## src/rtl/div_arbiter_pkg.sv

```systemverilog
// Shared types and constants for the round-robin divider arbiter.
// Holds the FSM state encoding, default sizes and the index-width helper.
package div_arb_pkg;

    localparam int W_DEF    = 8;
    localparam int NREQ_DEF = 4;

    typedef enum logic [1:0] {
        IDLE  = 2'd0,
        ISSUE = 2'd1,
        WAIT  = 2'd2,
        RESP  = 2'd3
    } state_t;

    // Bits needed to index n items (n >= 2).
    function automatic int clog2(input int n);
        int r;
        int v;
        r = 0;
        v = n - 1;
        while (v > 0) begin
            r++;
            v = v >> 1;
        end
        return r;
    endfunction

endpackage

```

## src/rtl/div_arbiter_if.sv

```systemverilog
// Requester-side and divider-side signals of the divider arbiter.
// master = arbiter view, slave = requesters plus divider view.
interface div_arbiter_if #(
    parameter int W    = 8,
    parameter int NREQ = 4,
    parameter int IW   = 2
);

    logic [NREQ-1:0]   req;
    logic [NREQ*W-1:0] dvnd_in;
    logic [NREQ*W-1:0] dvsr_in;
    logic [NREQ-1:0]   ack;
    logic [W-1:0]      quo_out;
    logic [W-1:0]      rmd_out;
    logic              dz_err;
    logic              busy;
    logic [IW-1:0]     grant_idx;
    logic              div_start;
    logic [W-1:0]      div_dvnd;
    logic [W-1:0]      div_dvsr;
    logic              div_ready;
    logic              div_done_tick;
    logic [W-1:0]      div_quo;
    logic [W-1:0]      div_rmd;

    modport master (
        input  req, dvnd_in, dvsr_in,
        output ack, quo_out, rmd_out, dz_err, busy, grant_idx,
        output div_start, div_dvnd, div_dvsr,
        input  div_ready, div_done_tick, div_quo, div_rmd
    );

    modport slave (
        output req, dvnd_in, dvsr_in,
        input  ack, quo_out, rmd_out, dz_err, busy, grant_idx,
        input  div_start, div_dvnd, div_dvsr,
        output div_ready, div_done_tick, div_quo, div_rmd
    );

endinterface

```

## src/rtl/div_arbiter_rr_picker.sv

```systemverilog
// Rotate-priority encoder: first set request at or after ptr, scanning
// upward modulo NREQ.
module rr_picker #(
    parameter int NREQ = 4,
    parameter int IW   = 2
) (
    input  logic [NREQ-1:0] req,
    input  logic [IW-1:0]   ptr,
    output logic [IW-1:0]   winner,
    output logic            any_req
);

    always_comb begin
        int idx;
        // NOTE: every output gets a value before the loop, so no path
        // through this block leaves one unassigned and no latch is inferred.
        winner  = '0;
        any_req = |req;
        // Scan from the farthest offset down so the nearest one wins.
        for (int k = NREQ - 1; k >= 0; k--) begin
            idx = int'(ptr) + k;
            if (idx >= NREQ) idx = idx - NREQ;
            if (req[idx]) winner = IW'(idx);
        end
    end

endmodule

```

## src/rtl/div_arbiter.sv

```systemverilog
// Round-robin scheduler sharing one sequential divider among NREQ requesters.
// Optional macro DIV_ZERO_CHECK_EN answers zero-divisor jobs without the divider.
module div_arbiter
    import div_arb_pkg::*;
#(
    parameter int W    = W_DEF,
    parameter int NREQ = NREQ_DEF,
    parameter int IW   = clog2(NREQ)
) (
    input  logic          clk,
    input  logic          reset,
    div_arbiter_if.master bus
);

`ifdef DIV_ZERO_CHECK_EN
    localparam bit ZERO_CHECK = 1'b1;
`else
    localparam bit ZERO_CHECK = 1'b0;
`endif

    state_t        state;
    logic [IW-1:0] rr_ptr;
    logic [IW-1:0] win_idx;
    logic          any_req;
    logic [W-1:0]  win_dvnd;
    logic [W-1:0]  win_dvsr;
    logic          dz_pend;
    logic [IW-1:0] next_ptr;

    rr_picker #(
        .NREQ (NREQ),
        .IW   (IW)
    ) u_picker (
        .req     (bus.req),
        .ptr     (rr_ptr),
        .winner  (win_idx),
        .any_req (any_req)
    );

    assign win_dvnd = bus.dvnd_in[win_idx*W +: W];
    assign win_dvsr = bus.dvsr_in[win_idx*W +: W];
    assign next_ptr = (bus.grant_idx == IW'(NREQ - 1)) ? '0 : bus.grant_idx + 1'b1;

    // NOTE: all state below is sequential, so it is updated with
    // non-blocking assignments; every register then sees pre-edge values.
    always_ff @(posedge clk or posedge reset) begin
        if (reset) begin
            state         <= IDLE;
            rr_ptr        <= '0;
            dz_pend       <= 1'b0;
            bus.ack       <= '0;
            bus.quo_out   <= '0;
            bus.rmd_out   <= '0;
            bus.dz_err    <= 1'b0;
            bus.busy      <= 1'b0;
            bus.grant_idx <= '0;
            bus.div_start <= 1'b0;
            bus.div_dvnd  <= '0;
            bus.div_dvsr  <= '0;
        end else begin
            bus.ack       <= '0;
            bus.div_start <= 1'b0;
            case (state)
                IDLE: begin
                    if (any_req && bus.div_ready) begin
                        bus.grant_idx <= win_idx;
                        bus.div_dvnd  <= win_dvnd;
                        bus.div_dvsr  <= win_dvsr;
                        bus.busy      <= 1'b1;
                        // Zero divisor skips the divider and reports from WAIT next cycle.
                        if (ZERO_CHECK && (win_dvsr == '0)) begin
                            dz_pend <= 1'b1;
                            state   <= WAIT;
                        end else begin
                            bus.div_start <= 1'b1;
                            state         <= ISSUE;
                        end
                    end
                end
                ISSUE: begin
                    state <= WAIT;
                end
                WAIT: begin
                    if (dz_pend) begin
                        dz_pend     <= 1'b0;
                        bus.quo_out <= '1;
                        bus.rmd_out <= bus.div_dvnd;
                        bus.dz_err  <= 1'b1;
                        bus.ack     <= NREQ'(1) << bus.grant_idx;
                        state       <= RESP;
                    end else if (bus.div_done_tick) begin
                        bus.quo_out <= bus.div_quo;
                        bus.rmd_out <= bus.div_rmd;
                        bus.dz_err  <= 1'b0;
                        bus.ack     <= NREQ'(1) << bus.grant_idx;
                        state       <= RESP;
                    end
                end
                RESP: begin
                    rr_ptr   <= next_ptr;
                    bus.busy <= 1'b0;
                    state    <= IDLE;
                end
                default: state <= IDLE;
            endcase
        end
    end

endmodule
```

## src/flat_wrapper.sv

```systemverilog
// flat-port wrapper written by rule: the top's interface ports become plain ports
module div_arbiter_flat import div_arb_pkg::*;
#(
    parameter int W    = W_DEF,
    parameter int NREQ = NREQ_DEF,
    parameter int IW   = clog2(NREQ)
)
  (clk, reset, bus_req, bus_dvnd_in, bus_dvsr_in, bus_ack, bus_quo_out, bus_rmd_out, bus_dz_err, bus_busy, bus_grant_idx, bus_div_start, bus_div_dvnd, bus_div_dvsr, bus_div_ready, bus_div_done_tick, bus_div_quo, bus_div_rmd);
  div_arbiter_if #(.W(W), .NREQ(NREQ), .IW(IW)) bus_i ();
  input  logic clk;
  input  logic reset;
  input wire logic [$bits(bus_i.req)-1:0] bus_req;
  input wire logic [$bits(bus_i.dvnd_in)-1:0] bus_dvnd_in;
  input wire logic [$bits(bus_i.dvsr_in)-1:0] bus_dvsr_in;
  output wire logic [$bits(bus_i.ack)-1:0] bus_ack;
  output wire logic [$bits(bus_i.quo_out)-1:0] bus_quo_out;
  output wire logic [$bits(bus_i.rmd_out)-1:0] bus_rmd_out;
  output wire logic [$bits(bus_i.dz_err)-1:0] bus_dz_err;
  output wire logic [$bits(bus_i.busy)-1:0] bus_busy;
  output wire logic [$bits(bus_i.grant_idx)-1:0] bus_grant_idx;
  output wire logic [$bits(bus_i.div_start)-1:0] bus_div_start;
  output wire logic [$bits(bus_i.div_dvnd)-1:0] bus_div_dvnd;
  output wire logic [$bits(bus_i.div_dvsr)-1:0] bus_div_dvsr;
  input wire logic [$bits(bus_i.div_ready)-1:0] bus_div_ready;
  input wire logic [$bits(bus_i.div_done_tick)-1:0] bus_div_done_tick;
  input wire logic [$bits(bus_i.div_quo)-1:0] bus_div_quo;
  input wire logic [$bits(bus_i.div_rmd)-1:0] bus_div_rmd;
  assign bus_i.req = bus_req;
  assign bus_i.dvnd_in = bus_dvnd_in;
  assign bus_i.dvsr_in = bus_dvsr_in;
  assign bus_ack = bus_i.ack;
  assign bus_quo_out = bus_i.quo_out;
  assign bus_rmd_out = bus_i.rmd_out;
  assign bus_dz_err = bus_i.dz_err;
  assign bus_busy = bus_i.busy;
  assign bus_grant_idx = bus_i.grant_idx;
  assign bus_div_start = bus_i.div_start;
  assign bus_div_dvnd = bus_i.div_dvnd;
  assign bus_div_dvsr = bus_i.div_dvsr;
  assign bus_i.div_ready = bus_div_ready;
  assign bus_i.div_done_tick = bus_div_done_tick;
  assign bus_i.div_quo = bus_div_quo;
  assign bus_i.div_rmd = bus_div_rmd;
  div_arbiter #(.W(W), .NREQ(NREQ), .IW(IW)) u_core (.clk(clk), .reset(reset), .bus(bus_i));
endmodule
```

## config.mk

```make
export PLATFORM = sky130hd
export DESIGN_NAME = div_arbiter_flat
export DESIGN_NICKNAME = d
export VERILOG_FILES = /design/src/rtl/div_arbiter_pkg.sv /design/src/rtl/div_arbiter_if.sv /design/src/rtl/div_arbiter_rr_picker.sv /design/src/rtl/div_arbiter.sv /design/src/flat_wrapper.sv
export SDC_FILE = /design/constraint.sdc
export NUM_CORES = 1
export LEC_CHECK = 0
export ABC_AREA = 0
export CAP_MARGIN = 20
export CORE_MARGIN = 10
export CORE_UTILIZATION = 42
export DETAILED_ROUTE_END_ITERATION = 16
export GPL_ROUTABILITY_DRIVEN = 0
export PLACE_DENSITY = 0.9
export RECOVER_POWER = 25
export SYNTH_ARGS = -nofsm -noshare
export SYNTH_HDL_FRONTEND = slang
export SYNTH_HIERARCHICAL = 1
export SYNTH_SLANG_ARGS = --single-unit
```

## constraint.sdc

```tcl
create_clock -name clk -period 4.3 [get_ports clk]
set_clock_uncertainty 0.2 [all_clocks]
set_input_delay 0.645 -clock clk [delete_from_list [all_inputs] [get_ports clk]]
set_output_delay 0.645 -clock clk [all_outputs]
set_load 0.02 [all_outputs]
```

* Word level (Yosys, flattened, before mapping) *
Index checks and enable logic that the tools add are counted.

storage, ports and cells
  register bits = 45
  input port bits = 88
  output and inout port bits = 41
  logic and storage cells = 77

cells by class
  add/sub/neg operators = 8
  magnitude comparators = 8
  equal/unequal tests = 6
  shifts and indexed selects = 3
  mux-type cells = 33
  reduce and logical (&&, ||, !) cells = 8

operator list
  operator                                                                       count
  32-bit by 4-bit less-than comparator with 1-bit output, second input constant  4
  32-bit two-way mux                                                             4
  32-bit by 6-bit indexed part select with 8-bit output                          2
  8-bit two-way mux                                                              2
  2-bit two-way mux                                                              7
  1-bit two-way mux                                                              12
  3-bit by 3-bit subtractor with 4-bit output, second input constant             3
  3-bit >= comparator, second input constant                                     3
  1-bit binary-select mux with 2-bit select                                      4
  4-bit two-way mux                                                              2
  2-bit one-hot mux with 4 select lines                                          1
  2-bit AND reduction                                                            4
  2-bit by 2-bit adder with 3-bit output, second input constant                  2
  2-bit == test, second input constant                                           3
  4-bit OR reduction                                                             1
  1-bit by 2-bit left shift with 4-bit output, first input constant              1
  2-bit by 3-bit subtractor with 4-bit output, second input constant             1
  2-bit by 1-bit adder with 3-bit output, second input constant                  1
  2-bit by 3-bit >= comparator with 1-bit output, second input constant          1
  2-bit by 1-bit adder with 2-bit output, second input constant                  1
  2-bit by 1-bit == test with 1-bit output, second input constant                1
  2-bit zero test                                                                1
  2-bit by 1-bit != test with 1-bit output, second input constant                1
  2-bit != test, second input constant                                           1
  other kinds (3)                                                                3

* Logic depth before layout (Yosys ltp) *
Gate-level depths: netlist of the first run.

  word-level depth = 11
  depth in mapped cells = 7
  gate-level depth less buffers = 6

* By module *
The synthesis of the first run kept the hierarchy.

modules (own cells, without submodules)
  module       times used  cells each  area an instance (um^2)  sequential area each (um^2)
  div_arbiter  1           172         2224.6                   1101.1
  rr_picker    1           13          77.6                     0.0

* Worst setup path before layout of the first run *
OpenSTA, ideal clock, no wires.

  path kind = in2reg
  start = input bus_req[3]
  end = register u_core.bus.div_dvnd[7]
  setup time = 132 ps
  data arrival time = 1695 ps
  data required time = 3968 ps
  slack = 2273 ps
  cell stages on the path = 6
  buffers on the path = 2
  path through = mux2i_1 -> a211oi_2 -> buf_2 -> buf_2 -> mux2i_1 -> o221ai_2

on the way
  longest elaborated chain between the ends = 8
  elaborated cells between the ends (all ways) = 20
  those cells by class = 1 x shift; 16 x mux; 3 x reduce/logical

RTL lines
  element                                                  RTL line                     RTL
  start: declaration                                       flat_wrapper.sv:12           input wire logic [$bits(bus_i.req)-1:0] bus_req;
  1-bit binary-select mux with 2-bit select                div_arbiter_rr_picker.sv:23  if (req[idx]) winner = IW'(idx);
  1-bit two-way mux (implied by the code) (2 in series)    div_arbiter_rr_picker.sv:23
  2-bit two-way mux (3 in series)                          div_arbiter_rr_picker.sv:23
  2-bit two-way mux *                                      div_arbiter_rr_picker.sv:23
  net u_core.win_idx[0]                                    div_arbiter.sv:23            logic [IW-1:0] win_idx;
  32-bit by 6-bit indexed part select with 8-bit output *  div_arbiter.sv:40            assign win_dvnd = bus.dvnd_in[win_idx*W +: W];
  end signal: assignment                                   div_arbiter.sv:67            bus.div_dvnd <= win_dvnd;
  end: declaration                                         div_arbiter_if.sv:29         output div_start, div_dvnd, div_dvsr,

The timed path passes the listed nets; every way through them passes the cells marked *. The select of a mux whose other input is x is not followed.
A chain may end at the register's enable or synchronous reset.

* Worst setup path in the final report of the first run *
  start = input bus_req[3]
  end = register u_core.bus.div_dvnd[1]

Same word-level chain as after synthesis.

==> insert_results.sql, run 1 <==
INSERT INTO impl_metrics (metric_group, metric, value, unit) VALUES
('synth', 'synthCells', '185', ''),
('synth', 'ys.flop_type', 'sky130_fd_sc_hd__dfrtp_1', ''),
('synth', 'ys.warnings.count', '6', ''),
('worst_hold_path', 'hold_class', 'reg -> reg', ''),
('critical_path', 'cp.buffers_inverters', '1', ''),
('clock_tree', 'clk_pin_slew_worst_paths', '0.08', 'ns'),
('critical_path', 'critical_path.startpoint_type', 'primary input', ''),
('grt', 'number_of_global_route_vias_before_repair', '2129', ''),
('synth', 'synth_seq_area_share', '47.8', '%'),
('detailed_routing', 'drt_iter0_drc', '59', ''),
('sta', 'layout_worst_path_cycle_share', '62.7', '%'),
('sta', 'unrepaired_setup_endpoints_after_global_routing', 'no', ''),
('clock_tree', 'clock-sinks', '44', ''),
('sta', 'report.final.hold_viol_count', '0', ''),
('sta', 'worst_slack', '1.60', 'ns'),
('floorplan', 'initial_utilization', '44.2', '%'),
('grt', 'grt_start_max_net_pins', '45', ''),
('clock_tree', 'cts_root_buf', 'sky130_fd_sc_hd__clkbuf_8', ''),
('synth', 'syn_avg_cell_area', '12.4', 'um2'),
('cells_and_area', 'insertedDiodeCount', '0', ''),
('critical_path', 'crit_arrival', '2.69', 'ns'),
('detailed_routing', 'avgViaCountPerCell', '5.11', ''),
('detailed_routing', 'dr.pass1.iters', '4', ''),
('status', 'failed_checks', 'capacitance limit, slew limit', ''),
('synth', 'synthDistinctLibCells', '28', ''),
('floorplan', 'io-pin-count', '129', ''),
('sta', 'timing.slew.headroom', '-7.71', '%'),
('critical_path', 'worst_setup_path_end_kind', 'register', ''),
('critical_path', 'cp.required', '4.29', 'ns'),
('clock_tree', 'cts_tree', 'yes', ''),
('power_and_ir_drop', 'leakage', '1.64', 'nW'),
('clock_tree', 'clockBufferDepth', '2', ''),
('cells_and_area', 'syn2layout_area_growth', '62.8', '%'),
('clock_tree', 'post_cts_resize_count', '0', ''),
('grt', 'grt_usage', '14.9', '%'),
('floorplan', 'die_width', '94.0', 'um'),
('grt', 'grt_first_pass_wirelength', '10500', 'um'),
('critical_path', 'crit_path_top_delay_cell', 'sky130_fd_sc_hd__nand4b_2', ''),
('run', 'cap_violations', '1', ''),
('power_and_ir_drop', 'power_density', '627', 'nW/um2'),
('placement', 'pre_cts_ws', '1.32', 'ns'),
('status', 'status', 'finished with violations', ''),
('critical_path', 'criticalPathCategory', 'in -> reg', ''),
('synth', 'post_synthesis_net_count', '282', ''),
('grt', 'grt_remaining_overflow', '0', ''),
('clock_tree', 'clock_tree.htree_level_count', '2', ''),
('clock_tree', 'cts_setup_buffers', '0', ''),
('cells_and_area', 'fin_nets', '408', ''),
('synth', 'post_synth_instance_area', '2300', 'um2'),
('synth', 'number_of_flops_mapped_to_enable_cells_by_yosys', '0', ''),
('detailed_routing', 'dr_total_vias', '1948', ''),
('detailed_routing', 'detail-route-antenna-nets', '0', ''),
('cells_and_area', 'filler_cell_count', '393', ''),
('sta', 'timing.final.setup_violations', '0', ''),
('critical_path', 'timing.critical_path.max_delay_family', 'simple AND/OR/NAND/NOR gates', ''),
('placement', 'placement.io_buffers', '127', ''),
('clock_tree', 'ctsHoldBuffers', '0', ''),
('cells_and_area', 'drive_above_1_share', '13.5', '%'),
('floorplan', 'row_count', '26', ''),
('detailed_routing', 'drc_errors', '0', ''),
('grt', 'initial_antenna_violation_count', '0', ''),
('detailed_routing', 'drt_wirelength', '6630', 'um'),
('sta', 'final.setup.tns', '0', 'ns'),
('clock_tree', 'clkLatencyLatePin', '0.29', 'ns'),
('floorplan', 'die_h', '94.0', 'um'),
('critical_path', 'crit_path_cell_trace', 'clkdlybuf4s50_1 > nand2b_1 > a211oi_1 > nor2_1 > nand4b_2 > o221ai_1', ''),
('sta', 'drv_slew', '45', ''),
('sta', 'post-route-min-period', '2.70', 'ns'),
('floorplan', 'dieArea', '8840', 'um2'),
('sta', 'maxClockFrequency', '0.371', 'GHz'),
('floorplan', 'core_area', '5200', 'um2'),
('synth', 'ys_async_sr_fraction', '100', '%'),
('critical_path', 'crit_fanout', '16', ''),
('placement', 'dp_hpwl', '5370', 'um'),
('clock_tree', 'cts_buffers', '5', ''),
('detailed_routing', 'avgRoutedWirePerCell', '17.4', 'um'),
('power_and_ir_drop', 'worst_ir_drop_vdd', '0.282', 'mV'),
('sta', 'worst_slew_pin_slew', '1.61', 'ns'),
('synth', 'synth-seq-cells', '44', ''),
('critical_path', 'critical-path-max-stage-delay', '0.59', 'ns');
## worst register-to-register path, cell delays in order (launching register included)
cell and delay (ns):
sky130_fd_sc_hd__dfrtp_1 0.43, sky130_fd_sc_hd__nor3b_1 0.16, sky130_fd_sc_hd__a211oi_1 0.29, sky130_fd_sc_hd__nor2_1 0.14, sky130_fd_sc_hd__nand4b_2 0.59, sky130_fd_sc_hd__o221ai_1 0.37
## power by group
group | leakage [nW] | switching [mW] | internal, mW
sequential | 0.542 | 0.114 | 0.604
combinational | 1.03 | 0.620 | 0.648
clock | 0.0642 | 0.136 | 0.229
## synth_stat cells, types with 2 or more instances
cell                       number  share of area, %
sky130_fd_sc_hd__dfrtp_1       44                48
sky130_fd_sc_hd__mux2i_1       34                15
sky130_fd_sc_hd__nand2_1       20               3.3
sky130_fd_sc_hd__mux2_2        19               9.3
sky130_fd_sc_hd__ha_1           9               4.9
sky130_fd_sc_hd__o221ai_2       9               5.9
sky130_fd_sc_hd__nor2_1         7               1.1
sky130_fd_sc_hd__o221ai_1       7               2.7
sky130_fd_sc_hd__inv_1          5              0.82
sky130_fd_sc_hd__and3_1         4               1.1
sky130_fd_sc_hd__buf_2          4              0.87
sky130_fd_sc_hd__buf_4          3              0.98
sky130_fd_sc_hd__o21ai_0        3              0.65
sky130_fd_sc_hd__a21oi_1        2              0.43
sky130_fd_sc_hd__nand2b_1       2              0.54
## routing by layer
metal	wire (um)	global-route usage [%]	vias up
met5	0	0	-
met4	161	5.19	0
met3	769	7.99	13
met2	3070	24.4	101
met1	2640	16.0	919
li1	-	-	915
## layout by cell type (no fill, tap or decap), types with 2 or more instances in the layout
| master | netlist | routed |
|---|---|---|
| sky130_fd_sc_hd__bufinv_16 | 0 | 2 |
| sky130_fd_sc_hd__ha_1 | 9 | 9 |
| sky130_fd_sc_hd__and3_1 | 4 | 4 |
| sky130_fd_sc_hd__mux2i_1 | 34 | 34 |
| sky130_fd_sc_hd__clkbuf_8 | 0 | 5 |
| sky130_fd_sc_hd__inv_1 | 5 | 5 |
| sky130_fd_sc_hd__nor2_1 | 7 | 7 |
| sky130_fd_sc_hd__mux2_2 | 19 | 19 |
| sky130_fd_sc_hd__a21oi_1 | 2 | 2 |
| sky130_fd_sc_hd__o221ai_2 | 9 | 9 |
| sky130_fd_sc_hd__clkdlybuf4s50_1 | 0 | 125 |
| sky130_fd_sc_hd__nand2b_1 | 2 | 2 |
| sky130_fd_sc_hd__o221ai_1 | 7 | 7 |
| sky130_fd_sc_hd__dfrtp_1 | 44 | 44 |
| sky130_fd_sc_hd__nand2_1 | 20 | 20 |
| sky130_fd_sc_hd__dlygate4sd3_1 | 0 | 2 |
| sky130_fd_sc_hd__o21ai_0 | 3 | 3 |
## final timing paths
check	startpoint	endpoint	slack, ns	cells after the start
setup / recovery	bus_req[3]	u_core/bus.div_dvnd[1]	1.60	6
hold / removal	u_core/bus.div_dvnd[2]	u_core/bus.div_dvnd[2]	0.29	2
setup reg to reg	u_core/rr_ptr[0]	u_core/bus.div_dvnd[1]	2.02	5
hold reg to reg	u_core/bus.div_dvnd[2]	u_core/bus.div_dvnd[2]	0.29	2
max in group asynchronous	reset	u_core/bus.div_dvnd[6]	1.87	2
min in group asynchronous	reset	u_core/bus.ack[3]	1.10	2
## sequential cells by signal (all words and copies together) (netlist names)
signal,cells
u_core/bus.div_start,1
u_core/bus.busy,1
u_core/bus.div_dvnd,8
u_core/rr_ptr,2
u_core/bus.quo_out,8
u_core/bus.div_dvsr,8
u_core/bus.grant_idx,2
u_core/bus.rmd_out,8
u_core/state,2
u_core/bus.ack,4
## cells by family after synthesis
group | count (synthesis) | synth area share [%]
compound gates | 23 | 10.5
simple gates | 40 | 9.02
mux | 53 | 24.1
other cells | 1 | 0.163
fa+ha+maj | 9 | 4.89
buf+inv | 15 | 3.53
flops | 44 | 47.8
## cell type report
type	instances	area (um2)	area share, %
repair buffers	128	1280	34.1
multi-input cells	126	1130	30.1
flip-flops and latches	44	1100	29.4
well taps	70	87.6	2.34
clock buffers	5	68.8	1.84
clock inverters	2	60.1	1.60
inverters	6	23.8	0.634
## through the flow
stage               instances  area (um2)  hold WS [ns]  total power [mW]  utilization (%)
floorplan                 185        2300         0.340              1.46                -
global placement          374        3620         0.269              1.97             69.5
detailed placement        374        3620         0.277              2.01             69.5
CTS                       381        3750         0.298              2.38             72.0
global route              381        3750         0.314              2.50             72.0
finish                    381        3750         0.295              2.35             72.0
Note: power is estimated with default switching activity, not from simulation.
==> run 2: changes to the inputs <==
--- a/config.mk
+++ b/config.mk
@@ -8,10 +8,10 @@
 export ABC_AREA = 0
 export CAP_MARGIN = 20
 export CORE_MARGIN = 10
-export CORE_UTILIZATION = 42
+export CORE_UTILIZATION = 35
 export DETAILED_ROUTE_END_ITERATION = 16
 export GPL_ROUTABILITY_DRIVEN = 0
-export PLACE_DENSITY = 0.9
+export PLACE_DENSITY = 0.8
 export RECOVER_POWER = 25
 export SYNTH_ARGS = -nofsm -noshare
 export SYNTH_HDL_FRONTEND = slang
==> constraint.sdc (replaced) <==
create_clock -name clk -period 2.4 [get_ports clk]
set_clock_uncertainty 0.2 [all_clocks]
set_input_delay 0.36 -clock clk [delete_from_list [all_inputs] [get_ports clk]]
set_output_delay 0.36 -clock clk [all_outputs]
set_load 0.02 [all_outputs]
==> run 2 against run 1 <==
  * The run now ends clean
  * Flip-flop and latch count is the same
  * Global-route usage decreased by 1.3 points
  * Setup slack lost 1.2 ns
  * Sequential power rose by 80%
  * Cell area is 0.94% higher
  * Routed wire length grew 3.9%
==> insert_results.sql, run 2 (synthesized netlist as in run 1, its figures left out) <==
INSERT INTO impl_metrics (metric_group, metric, value, unit) VALUES
('status', 'status', 'complete, no violations', ''),
('worst_hold_path', 'holdCritStartpoint', 'u_core/bus.div_dvsr[6]', ''),
('floorplan', 'initial_utilization', '36.1', '%'),
('detailed_routing', 'drt_wirelength', '6890', 'um'),
('power_and_ir_drop', 'leakage', '1.66', 'nW'),
('cells_and_area', 'fin_nets', '413', ''),
('floorplan', 'die_h', '101', 'um'),
('run', 'cap_violations', '0', ''),
('critical_path', 'worst_setup_path_end_kind', 'register', ''),
('sta', 'post-route-min-period', '2.03', 'ns'),
('power_and_ir_drop', 'p_int', '2.59', 'mW'),
('floorplan', 'core_area', '6390', 'um2'),
('grt', 'grt_remaining_overflow', '0', ''),
('clock_tree', 'clkLatencyLatePin', '0.29', 'ns'),
('critical_path', 'r2r_start', 'u_core/rr_ptr[1]', ''),
('detailed_routing', 'dr.pass1.iters', '4', ''),
('critical_path', 'reg2reg_to', 'u_core/bus.div_dvsr[5]', ''),
('critical_path', 'reg2reg_setup_slack', '0.46', 'ns'),
('cells_and_area', 'syn2layout_area_growth', '64.3', '%'),
('cells_and_area', 'insertedDiodeCount', '0', ''),
('sta', 'worst_slew_pin_slew', '0.765', 'ns'),
('power_and_ir_drop', 'net-switching-power', '1.56', 'mW'),
('cells_and_area', 'filler_cell_count', '564', ''),
('grt', 'grt_usage', '13.6', '%'),
('power_and_ir_drop', 'share_comb_of_total_power', '55.6', '%'),
('power_and_ir_drop', 'power_density', '1100', 'nW/um2'),
('grt', 'number_of_global_route_vias_before_repair', '2264', ''),
('detailed_routing', 'drt_iter0_drc', '49', ''),
('critical_path', 'criticalPathCategory', 'in -> reg', ''),
('critical_path', 'cp.required', '2.37', 'ns'),
('clock_tree', 'clockBufferDepth', '2', ''),
('clock_tree', 'clock-sinks', '44', ''),
('sta', 'report.final.hold_viol_count', '0', ''),
('power_and_ir_drop', 'swShare', '37.6', '%'),
('clock_tree', 'ctsHoldBuffers', '0', ''),
('cells_and_area', 'fin_cells', '394', ''),
('clock_tree', 'cts_setup_buffers', '0', ''),
('placement', 'count_of_placed_standard_cells_including_taps', '386', ''),
('critical_path', 'crit_fanout', '11', ''),
('critical_path', 'worstRegToRegCells', '5', ''),
('clock_tree', 'cts_buffers', '5', ''),
('detailed_routing', 'drc_errors', '0', ''),
('cells_and_area', 'drive_above_1_share', '14.8', '%'),
('sta', 'layout_worst_path_cycle_share', '84.6', '%'),
('detailed_routing', 'avgRoutedWirePerCell', '17.5', 'um'),
('power_and_ir_drop', 'clock_power_share', '13.3', '%'),
('clock_tree', 'clk_pin_slew_worst_paths', '0.08', 'ns'),
('sta', 'final.setup.tns', '0', 'ns'),
('worst_hold_path', 'hold_end', 'u_core/bus.div_dvsr[6]', ''),
('sta', 'maxClockFrequency', '0.493', 'GHz'),
('power_and_ir_drop', 'pwr-share-seq', '31.0', '%'),
('power_and_ir_drop', 'worst_ir_drop_vdd', '0.741', 'mV'),
('cells_and_area', 'layout.cells.most_common_list', 'sky130_fd_sc_hd__clkdlybuf4s50_1 (126), sky130_fd_sc_hd__dfrtp_1 (44), sky130_fd_sc_hd__mux2i_1 (34)', ''),
('floorplan', 'dieArea', '10200', 'um2'),
('clock_tree', 'cts_root_buf', 'sky130_fd_sc_hd__clkbuf_8', ''),
('sta', 'timing.slew.headroom', '48.9', '%'),
('floorplan', 'io-pin-count', '129', ''),
('worst_hold_path', 'worst_hold_path.num_cells', '2', ''),
('grt', 'initial_antenna_violation_count', '0', ''),
('clock_tree', 'cts_tree', 'yes', ''),
('grt', 'grt_start_max_net_pins', '26', ''),
('placement', 'placement.io_buffers', '127', ''),
('clock_tree', 'post_cts_resize_count', '0', ''),
('critical_path', 'crit_arrival', '2.00', 'ns'),
('critical_path', 'critical_path.startpoint_type', 'primary input', ''),
('clock_tree', 'clock_tree.htree_level_count', '2', ''),
('grt', 'grt_first_pass_wirelength', '11300', 'um'),
('worst_hold_path', 'hold_class', 'reg -> reg', ''),
('detailed_routing', 'avgViaCountPerCell', '4.95', ''),
('detailed_routing', 'detail-route-antenna-nets', '0', ''),
('cells_and_area', 'layout_commonest_cell', 'sky130_fd_sc_hd__clkdlybuf4s50_1', ''),
('floorplan', 'die_width', '101', 'um'),
('sta', 'drv_slew', '0', ''),
('detailed_routing', 'dr_total_vias', '1949', ''),
('sta', 'timing.final.setup_violations', '0', ''),
('floorplan', 'row_count', '29', ''),
('placement', 'dp_hpwl', '5590', 'um'),
('sta', 'unrepaired_setup_endpoints_after_global_routing', 'no', ''),
('sta', 'holdWs', '0.296', 'ns');
==> run 2: cell types whose count changed in the layout (fill, tap and decap cells not counted), sizes merged <==
cell,change
buf,+4
bufinv,-1
clkdlybuf4s50,+1
dlygate4sd3,-1
clkbuf,+2
clkinv,+1
==> run 2: power by group through the flow <==
stage          registers, mW  clock network, mW  logic, mW
6_report                1.29              0.553       2.31
4_1_cts                 1.29              0.579       2.35
3_3_place_gp            1.29                  0       2.31
2_1_floorplan           1.65                  0      0.970
3_5_place_dp            1.31                  0       2.35
5_1_grt                 1.34              0.605       2.52
==> run 2: metrics by stage <==
step | power [mW] | util, % | setup slack [ns] | instance area (um2)
floorplan | 2.62 | - | 0.539 | 2300
global placement | 3.60 | 57.8 | 0.119 | 3690
detailed placement | 3.65 | 57.8 | 0.0767 | 3690
CTS | 4.23 | 59.5 | 0.391 | 3800
global route | 4.46 | 59.2 | 0.181 | 3780
finish | 4.15 | 59.2 | 0.370 | 3780
==> run 2: worst max-delay path, stage by stage <==
cell                              delay, ns
sky130_fd_sc_hd__clkdlybuf4s50_1       0.52
sky130_fd_sc_hd__mux2i_1               0.13
sky130_fd_sc_hd__a211oi_4              0.32
sky130_fd_sc_hd__buf_4                 0.28
sky130_fd_sc_hd__mux2i_1               0.27
sky130_fd_sc_hd__o221ai_2              0.13
==> run 2: worst max-delay path by stage <==
stage / startpoint / to
floorplan: u_core/rr_ptr[1] / u_core/bus.div_dvnd[7]
global placement: bus_req[3] / u_core/bus.div_dvsr[5]
detailed placement: bus_req[3] / u_core/bus.div_dvsr[4]
CTS: bus_req[3] / u_core/bus.div_dvsr[5]
global route: reset / u_core/bus.rmd_out[2]
finish: bus_req[3] / u_core/bus.div_dvsr[5]
==> run 2: per-layer routing <==
metal / wire [um] / vias up / global-route usage (%)
met3: 862 / 8 / 7.54
met1: 2600 / 918 / 14.5
li1: - / 927 / -
met2: 3340 / 96 / 22.4
met5: 0 / - / 0
met4: 85 / 0 / 4.18
==> run 2: cell type report <==
type | count | area (um2) | area share [%]
timing repair buffer | 133 | 1330 | 35.1
multi-input combinational | 126 | 1130 | 29.8
sequential | 44 | 1100 | 29.1
tap | 77 | 96.3 | 2.55
clock buffer | 6 | 72.6 | 1.92
clock inverter | 2 | 35.0 | 0.926
inverter | 6 | 23.8 | 0.629
==> run 3: changes to the inputs <==
==> constraint.sdc (replaced) <==
create_clock -name clk -period 1.71 [get_ports clk]
set_clock_uncertainty 0.2 [all_clocks]
set_input_delay 0.2565 -clock clk [delete_from_list [all_inputs] [get_ports clk]]
set_output_delay 0.2565 -clock clk [all_outputs]
set_load 0.02 [all_outputs]
==> run 3 against run 2 <==
  * The run now ends with setup timing left
  * First-iteration DRC count is 69% higher
  * Sequential power is 39% higher
  * Flip-flop and latch count stayed put
  * Utilization is 5.8 points higher
  * Largest cell class unchanged
  * Largest power group unchanged
==> insert_results.sql, run 3 (synthesized netlist as in run 1, its figures left out) <==
INSERT INTO impl_metrics (metric_group, metric, value, unit) VALUES
('placement', 'placed_cell_area', '3790', 'um2'),
('floorplan', 'row_count', '29', ''),
('critical_path', 'criticalPathCategory', 'reg -> reg', ''),
('grt', 'grt_first_pass_wirelength', '12200', 'um'),
('placement', 'pre_cts_ws', '-0.554', 'ns'),
('clock_tree', 'clk_pin_slew_worst_paths', '0.09', 'ns'),
('sta', 'post-route-min-period', '1.89', 'ns'),
('detailed_routing', 'avgViaCountPerCell', '4.92', ''),
('cells_and_area', 'fin_cells', '414', ''),
('detailed_routing', 'dr_total_vias', '2038', ''),
('floorplan', 'core_area', '6390', 'um2'),
('clock_tree', 'cts_buffers', '5', ''),
('sta', 'timing.final.setup_violations', '16', ''),
('clock_tree', 'clock-sinks', '44', ''),
('placement', 'placement.io_buffers', '127', ''),
('grt', 'grt_usage', '14.9', '%'),
('grt', 'grt_start_max_net_pins', '41', ''),
('cells_and_area', 'finish.utilization', '65.0', '%'),
('clock_tree', 'clock_tree.htree_level_count', '2', ''),
('critical_path', 'worst_setup_path_end_kind', 'register', ''),
('sta', 'drv_slew', '0', ''),
('critical_path', 'critical_path.startpoint_type', 'register', ''),
('floorplan', 'initial_utilization', '36.1', '%'),
('detailed_routing', 'detail-route-antenna-nets', '0', ''),
('power_and_ir_drop', 'leakage', '1.90', 'nW'),
('cells_and_area', 'layout.cells.most_common_list', 'sky130_fd_sc_hd__clkdlybuf4s50_1 (82), sky130_fd_sc_hd__dfrtp_1 (43), sky130_fd_sc_hd__dlygate4sd2_1 (40)', ''),
('power_and_ir_drop', 'power_density', '1480', 'nW/um2'),
('power_and_ir_drop', 'post-layout-total-power', '6.15', 'mW'),
('grt', 'grt_remaining_overflow', '0', ''),
('sta', 'layout_worst_path_cycle_share', '111', '%'),
('clock_tree', 'clkLatencyLatePin', '0.30', 'ns'),
('critical_path', 'crit_arrival', '1.87', 'ns'),
('placement', 'dp_hpwl', '5690', 'um'),
('cells_and_area', 'stdcell_area', '4150', 'um2'),
('detailed_routing', 'drc_errors', '0', ''),
('power_and_ir_drop', 'worst_ir_drop_vdd', '0.835', 'mV'),
('cells_and_area', 'filler_cell_count', '512', ''),
('grt', 'number_of_global_route_vias_before_repair', '2312', ''),
('grt', 'initial_antenna_violation_count', '0', ''),
('floorplan', 'die_width', '101', 'um'),
('critical_path', 'worstRegToRegCells', '6', ''),
('worst_hold_path', 'worst_hold_path.num_cells', '2', ''),
('cells_and_area', 'drive_above_1_share', '26.1', '%'),
('floorplan', 'dieArea', '10200', 'um2'),
('cells_and_area', 'syn2layout_area_growth', '80.3', '%'),
('detailed_routing', 'dr.pass1.iters', '4', ''),
('clock_tree', 'cts_tree', 'yes', ''),
('floorplan', 'die_h', '101', 'um'),
('cells_and_area', 'register_area', '1100', 'um2'),
('cells_and_area', 'layout_commonest_cell', 'sky130_fd_sc_hd__clkdlybuf4s50_1', ''),
('placement', 'count_of_placed_standard_cells_including_taps', '395', ''),
('cells_and_area', 'fin_nets', '433', ''),
('sta', 'holdWs', '0.289', 'ns'),
('status', 'failed_checks', 'setup timing', ''),
('detailed_routing', 'drt_wirelength', '7830', 'um'),
('sta', 'worst_slack', '-0.183', 'ns'),
('sta', 'final.setup.tns', '-2.53', 'ns'),
('clock_tree', 'clockBufferDepth', '2', ''),
('clock_tree', 'cts_root_buf', 'sky130_fd_sc_hd__clkbuf_8', ''),
('critical_path', 'crit_fanout', '8', ''),
('cells_and_area', 'insertedDiodeCount', '0', ''),
('run', 'cap_violations', '0', ''),
('detailed_routing', 'drt_iter0_drc', '83', ''),
('cells_and_area', 'multi_input_comb_area', '1280', 'um2'),
('detailed_routing', 'avgRoutedWirePerCell', '18.9', 'um'),
('worst_hold_path', 'hold_class', 'reg -> reg', ''),
('critical_path', 'cp.required', '1.69', 'ns'),
('sta', 'unrepaired_setup_endpoints_after_global_routing', 'yes', ''),
('sta', 'maxClockFrequency', '0.528', 'GHz'),
('status', 'status', 'finished with violations', ''),
('sta', 'report.final.hold_viol_count', '0', ''),
('floorplan', 'io-pin-count', '129', '');
run 3: area by class of cell:
cell class	count	area share, %
Inverter	6	0.573
Multi-Input combinational cell	126	30.8
Clock inverter	3	0.603
Clock buffer	5	1.66
Timing Repair Buffer	153	37.5
Tap cell	77	2.32
Sequential cell	44	26.6
run 3: what timing repair did:
action,CTS,global route
cloned,3,1
hold endpoints to repair,4,0
hold buffers,1,0
pin swaps,10,10
endpoints found under the setup margin,55,23
buffers inserted,7,1
resized for setup,62,19
run 3: worst max-delay path, cell delays in order, from the launching register on:
cell and delay (ns):
sky130_fd_sc_hd__dfrtp_2 0.44, sky130_fd_sc_hd__mux2i_2 0.17, sky130_fd_sc_hd__a211oi_4 0.28, sky130_fd_sc_hd__buf_6 0.17, sky130_fd_sc_hd__buf_12 0.16, sky130_fd_sc_hd__mux2i_1 0.23
sky130_fd_sc_hd__o221ai_2 0.12
run 3: path summary, 6_finish.rpt:
path	start	endpoint	slack (ns)
setup / recovery	u_core/rr_ptr[1]	u_core/bus.div_dvsr[5]	-0.18
hold reg to reg	u_core/bus.div_dvnd[4]	u_core/bus.div_dvnd[4]	0.29
min in group asynchronous	reset	u_core/bus.rmd_out[2]	0.62
setup reg to reg	u_core/rr_ptr[1]	u_core/bus.div_dvsr[5]	-0.18
max in group asynchronous	reset	u_core/rr_ptr[1]	0.07
hold / removal	u_core/bus.div_dvnd[4]	u_core/bus.div_dvnd[4]	0.29
run 3: per-layer routing:
metal / global-route usage, % / vias up / wire length [um]
met5: 0 / - / 0
met4: 3.97 / 0 / 100
met3: 8.16 / 9 / 946
met2: 24.5 / 91 / 3770
met1: 16.4 / 967 / 3010
li1: - / 971 / -
run 3: power by group:
group | switching [mW] | internal, mW | total [mW]
sequential | 0.272 | 1.52 | 1.79
clock | 0.398 | 0.298 | 0.697
combinational | 1.79 | 1.87 | 3.66
total | 2.46 | 3.68 | 6.15
